<file path="src/rtl/huff_prob_sorter.sv">
// Stable descending sorter of (symbol, probability) pairs using an odd-even transposition
// network, one pass per cycle. Optional macro SORT_EARLY_EXIT_EN enables early termination.
module huff_prob_sorter #(
    parameter int unsigned DEPTH  = 8,
    parameter int unsigned SYM_W  = 8,
    parameter int unsigned PROB_W = 8
) (
    input  logic                       clock,
    input  logic                       rstn,
    input  logic                       in_valid,
    output logic                       in_ready,
    input  logic [DEPTH*SYM_W-1:0]     in_sym,
    input  logic [DEPTH*PROB_W-1:0]    in_prob,
    output logic                       out_valid,
    input  logic                       out_ready,
    output logic [DEPTH*SYM_W-1:0]     out_sym,
    output logic [DEPTH*PROB_W-1:0]    out_prob,
    output logic [$clog2(DEPTH+1)-1:0] out_nz
`ifdef SORT_EARLY_EXIT_EN
    ,
    output logic [$clog2(DEPTH+1)-1:0] out_passes
`endif
);

    localparam int unsigned CntW = $clog2(DEPTH + 1);

    typedef enum logic [1:0] {StIdle, StSort, StDone} state_e;

    state_e                state_q, state_d;
    logic                  init_q;
    logic [CntW-1:0]       pass_q;
    logic [CntW-1:0]       nz_q;
    logic [SYM_W-1:0]      sym_q  [DEPTH];
    logic [PROB_W-1:0]     prob_q [DEPTH];
    logic [SYM_W-1:0]      sort_sym  [DEPTH];
    logic [PROB_W-1:0]     sort_prob [DEPTH];
    logic [CntW-1:0]       nz_cnt;
    logic                  accept;
    logic                  do_pass;
    logic                  early_stop;
`ifdef SORT_EARLY_EXIT_EN
    logic                  swapped;
    logic [1:0]            sw_q;
`endif

    // One transposition pass; pairs are disjoint so every compare reads the current registers.
    always_comb begin
        sort_sym  = sym_q;
        sort_prob = prob_q;
`ifdef SORT_EARLY_EXIT_EN
        swapped   = 1'b0;
`endif
        for (int i = 0; i < DEPTH - 1; i++) begin
            if (((i % 2) == 1) == pass_q[0] && prob_q[i] < prob_q[i+1]) begin
                sort_sym[i]    = sym_q[i+1];
                sort_sym[i+1]  = sym_q[i];
                sort_prob[i]   = prob_q[i+1];
                sort_prob[i+1] = prob_q[i];
`ifdef SORT_EARLY_EXIT_EN
                swapped        = 1'b1;
`endif
            end
        end
    end

    always_comb begin
        nz_cnt = '0;
        for (int i = 0; i < DEPTH; i++) begin
            if (in_prob[i*PROB_W +: PROB_W] != '0) begin
                nz_cnt = nz_cnt + CntW'(1);
            end
        end
    end

`ifdef SORT_EARLY_EXIT_EN
    // sw_q is preset on accept, so it only reads clear after two real no-swap passes.
    assign early_stop = (sw_q == 2'b00);
`else
    assign early_stop = 1'b0;
`endif

    always_comb begin
        state_d   = state_q;
        in_ready  = 1'b0;
        out_valid = 1'b0;
        accept    = 1'b0;
        do_pass   = 1'b0;
        unique case (state_q)
            StIdle: begin
                in_ready = init_q;
                if (in_valid && init_q) begin
                    accept  = 1'b1;
                    state_d = StSort;
                end
            end
            StSort: begin
                if (pass_q == CntW'(DEPTH) || early_stop) begin
                    state_d = StDone;
                end else begin
                    do_pass = 1'b1;
                end
            end
            StDone: begin
                out_valid = 1'b1;
                // Consuming a result and accepting the next vector may share one edge.
                in_ready  = out_ready;
                if (out_ready) begin
                    if (in_valid) begin
                        accept  = 1'b1;
                        state_d = StSort;
                    end else begin
                        state_d = StIdle;
                    end
                end
            end
            default: state_d = StIdle;
        endcase
    end

    always_ff @(posedge clock or negedge rstn) begin
        if (!rstn) begin
            state_q <= StIdle;
            init_q  <= 1'b0;
            pass_q  <= '0;
            nz_q    <= '0;
            for (int i = 0; i < DEPTH; i++) begin
                sym_q[i]  <= '0;
                prob_q[i] <= '0;
            end
`ifdef SORT_EARLY_EXIT_EN
            sw_q    <= 2'b00;
`endif
        end else begin
            state_q <= state_d;
            init_q  <= 1'b1;
            if (accept) begin
                pass_q <= '0;
                nz_q   <= nz_cnt;
                for (int i = 0; i < DEPTH; i++) begin
                    sym_q[i]  <= in_sym[i*SYM_W +: SYM_W];
                    prob_q[i] <= in_prob[i*PROB_W +: PROB_W];
                end
`ifdef SORT_EARLY_EXIT_EN
                sw_q   <= 2'b11;
`endif
            end else if (do_pass) begin
                pass_q <= pass_q + CntW'(1);
                sym_q  <= sort_sym;
                prob_q <= sort_prob;
`ifdef SORT_EARLY_EXIT_EN
                sw_q   <= {sw_q[0], swapped};
`endif
            end
        end
    end

    always_comb begin
        for (int i = 0; i < DEPTH; i++) begin
            out_sym[i*SYM_W +: SYM_W]    = sym_q[i];
            out_prob[i*PROB_W +: PROB_W] = prob_q[i];
        end
    end

    assign out_nz = nz_q;
`ifdef SORT_EARLY_EXIT_EN
    assign out_passes = pass_q;
`endif

endmodule
</file>
<file path="config.mk">
export PLATFORM = sky130hd
export DESIGN_NAME = huff_prob_sorter
export DESIGN_NICKNAME = d
export VERILOG_FILES = /design/src/rtl/huff_prob_sorter.sv
export SDC_FILE = /design/constraint.sdc
export NUM_CORES = 1
export LEC_CHECK = 0
export CORE_MARGIN = 2
export CORE_UTILIZATION = 39
export CTS_CLUSTER_DIAMETER = 30
export DETAILED_ROUTE_END_ITERATION = 8
export GPL_TIMING_DRIVEN = 0
export PLACE_DENSITY = 0.67
export SLEW_MARGIN = 20
export SYNTH_ARGS = -nofsm -noshare
export SYNTH_HDL_FRONTEND = slang
export SYNTH_SLANG_ARGS = --single-unit
</file>
<file path="constraint.sdc">
create_clock -name clock -period 5.4 [get_ports clock]
set_clock_uncertainty 0.2 [all_clocks]
set_input_delay 1.35 -clock clock [delete_from_list [all_inputs] [get_ports clock]]
set_output_delay 1.35 -clock clock [all_outputs]
set_load 0.005 [all_outputs]
</file>
==> flow_metrics.py <==
metrics = {
    "yosys": {
        "syn_inst": 931,
        "synth_ff_type": "dfrtp_1",
        "synth_cell_type_count": 50,
        "synth_top_area_cell": "dfrtp_1",
        "synth-edff-count": 0,
        "ys_seq_area_share_pct": 40.0,
        "synth_top_area_share_pct": 40.0,
        "syn_nets": 1120,
        "synthTopCellsByCount": "139 x dfrtp_1, 115 x nor2_1, 88 x nand2_1",
        "synth-async-reset-ratio_pct": 100,
        "ys_seq_elements": 139,
        "syn_area_um2": 8710,
        "syn_avg_cell_area_um2": 9.35,
        "synth_warnings": 0,
        "synth_area_leaders": "dfrtp_1 40%, a221o_1 9.3%, ha_1 8.2%",
        "synth.most_common_cell": "dfrtp_1",
    },
    "critical_path": {
        "cp_cell_sequence": "clkdlybuf4s50_1 > or4_1 > nor2_1 > xnor3_2 > inv_1 > ha_4 > xnor2_1 > and3_1 > a221oi_2 > ha_2 > nand2_1 > xnor2_2 > xnor2_1 > or3b_1 > xor2_1 > o21ai_1",
        "critPathMaxStageDelay_ns": 0.55,
        "cp_max_fo": 5,
        "cp-end-kind": "flop",
        "path_common_cell": "xnor2_1",
        "cp_slowest_cell": "xnor3_2",
        "worstPathArrival_ns": 5.29,
        "cp.depth": 16,
        "r2r_cells": 13,
        "critPathRequiredTime_ns": 5.49,
        "critPathLaunchType": "input port",
        "path_buf_inv": 2,
        "cpLargestDelayFamily": "simple AND/OR/NAND/NOR gates",
        "crit_type": "input port to flop",
    },
    "routing": {
        "dr.pass1.iters": 5,
        "route.detailed.drc": 0,
        "postRouteAntennaNets": 0,
        "via_count": 8850,
        "drt_iter0_drc": 613,
        "avgRoutedWirePerCell_um": 21.9,
        "routed_via_density": 5.84,
        "drt_wl_total_um": 33200,
    },
    "floorplan": {
        "core-area_um2": 21900,
        "io_pins": 266,
        "fp.dieW_um": 153,
        "die-area_um2": 23500,
        "core.rowCount": 54,
        "initial_core_util_pct": 39.8,
        "fp.dieH_um": 153,
    },
    "global_route": {
        "grt_max_degree": 83,
        "grt_pass1_wl_um": 51900,
        "antenna_found_initial": 1,
        "grt_usage_pct": 28.3,
        "overflow": 0,
        "grt_pass1_vias": 8841,
    },
    "placed_design": {
        "routabilityCongestion": 0.935,
        "dp_worst_setup_slack_ns": -0.612,
        "dp_hpwl_um": 25300,
        "portBuffers": 265,
    },
    "cells_and_area": {
        "finalNetCount": 1411,
        "syn2layout_area_growth_pct": 43.6,
        "seqCellArea_um2": 3480,
        "drive_gt1_share_pct": 5.99,
        "n_fill_cell": 1974,
        "multi_input_area_um2": 4840,
    },
    "hold_path": {
        "whs_path_depth": 2,
        "hold_class": "flop to flop",
    },
    "clocking": {
        "cts_buffers": 17,
        "clk_pin_slew_ns": 0.06,
        "clkLatencyLatePin_ns": 0.43,
        "cts_tree": "done",
        "cts-root-buf": "clkbuf_16",
        "cts_hold_buffers": 0,
        "h-tree-depth": 4,
        "clock-sinks": 139,
        "cts_buffer_depth": 2,
    },
    "timing": {
        "worst_slew_pin_slew_ns": 0.856,
        "setup_viol": 0,
        "hold_viol": 0,
        "slew_violations": 0,
        "totalNegativeSetupSlack_ns": 0,
        "slew_headroom_pct": 42.9,
        "fmax_ghz": 0.193,
        "period_share_pct": 96.2,
        "min_period_ns": 5.19,
        "setup_slack_ns": 0.205,
    },
    "run_status": {
        "status": "finished clean",
    },
    "power_and_ir_drop": {
        "p_total_mw": 8.30,
        "vdd.ir_drop.worst_v": 0.000280,
        "power_per_cell_area_nw_per_um2": 664,
        "p_leak_nw": 5.30,
    },
    "run": {
        "maxCapViolCount": 0,
    },
}
cell type report:
class	instances	share of cell area, %
antenna	1	0.0200
buffer	63	2.04
clock buffer	18	3.43
clock inverter	14	1.56
inverter	57	1.71
multi-input combinational	671	38.7
sequential	139	27.8
tap	280	2.80
timing repair buffer	273	21.9
logic make-up (layout without fill, tap and decap cells):
kind of cell,count (synthesis),count (layout),synth area share (%)
AOI/OAI and AO/OA,303,303,26.7
xor gates and xnor gates,18,18,2.06
adders and majority gates,57,57,8.19
buffers and inverters,121,425,5.43
DFF,139,139,40.0
muxes,46,46,5.53
other,1,2,0.0431
and+or+nand+nor,246,246,12.1
per-layer routing:
layer | wire, um | track usage (%)
met5 | 0 | 0
met4 | 548 | 8.52
met3 | 2920 | 7.31
met2 | 15700 | 45.5
met1 | 14000 | 37.6
layout by cell type (no fill, tap or decap), drive strengths merged, types with 35 or more instances in the layout:
cell           count
clkdlybuf4s50    264
dfrtp            139
nor2             115
nand2             88
a221o             81
a22oi             80
clkbuf            68
inv               59
ha                57
o21ai             43
a21o              35
flip-flops by register name, summed over array words and instances, names as in the netlist:
register  flops
out_nz        4
state_q       2
pass_q        4
out_sym      64
init_q        1
out_prob     64
stage by stage:
stage               hold WS (ns)  cells  cell area (um^2)  utilization (%)
CTS                        0.291   1509             12400             56.5
floorplan                  0.273    931              8710                -
global route               0.323   1515             12500             57.1
finish                     0.291   1516             12500             57.1
global placement           0.262   1476             11700             53.5
detailed placement         0.277   1477             11700             53.6
worst min-delay path: cells and delay by family (launching register included):
kind / cells / cell delay [ns]
and+or+nand+nor: 1 / 0.05
DFF: 1 / 0.35
AOI/OAI and AO/OA: 1 / 0.06
worst paths after layout:
path	startpoint	endpoint	slack, ns
hold / removal	out_nz[3]$_DFFE_PN0P_	out_nz[3]$_DFFE_PN0P_	0.29
hold reg to reg	out_nz[3]$_DFFE_PN0P_	out_nz[3]$_DFFE_PN0P_	0.29
setup / recovery	in_prob[29]	out_nz[3]$_DFFE_PN0P_	0.21
setup reg to reg	out_prob[9]$_DFFE_PN0P_	out_prob[14]$_DFFE_PN0P_	1.51
min in group asynchronous	rstn	out_sym[2]$_DFFE_PN0P_	0.63
max in group asynchronous	rstn	out_prob[36]$_DFFE_PN0P_	3.56
what timing repair did:
| item | 4_1_cts | 5_1_grt |
|---|---|---|
| pin swaps | 0 | 9 |
| setup endpoints to repair | 3 | 3 |
| buffers inserted | 1 | 6 |
| gates resized for setup | 2 | 16 |
where the power goes:
group / total [mW] / switching, mW / internal (mW)
combinational: 4.66 / 2.30 / 2.37
clock: 1.27 / 0.493 / 0.776
sequential: 2.37 / 0.810 / 1.56
total: 8.30 / 3.60 / 4.70
Power figures use the tool's default switching activity.
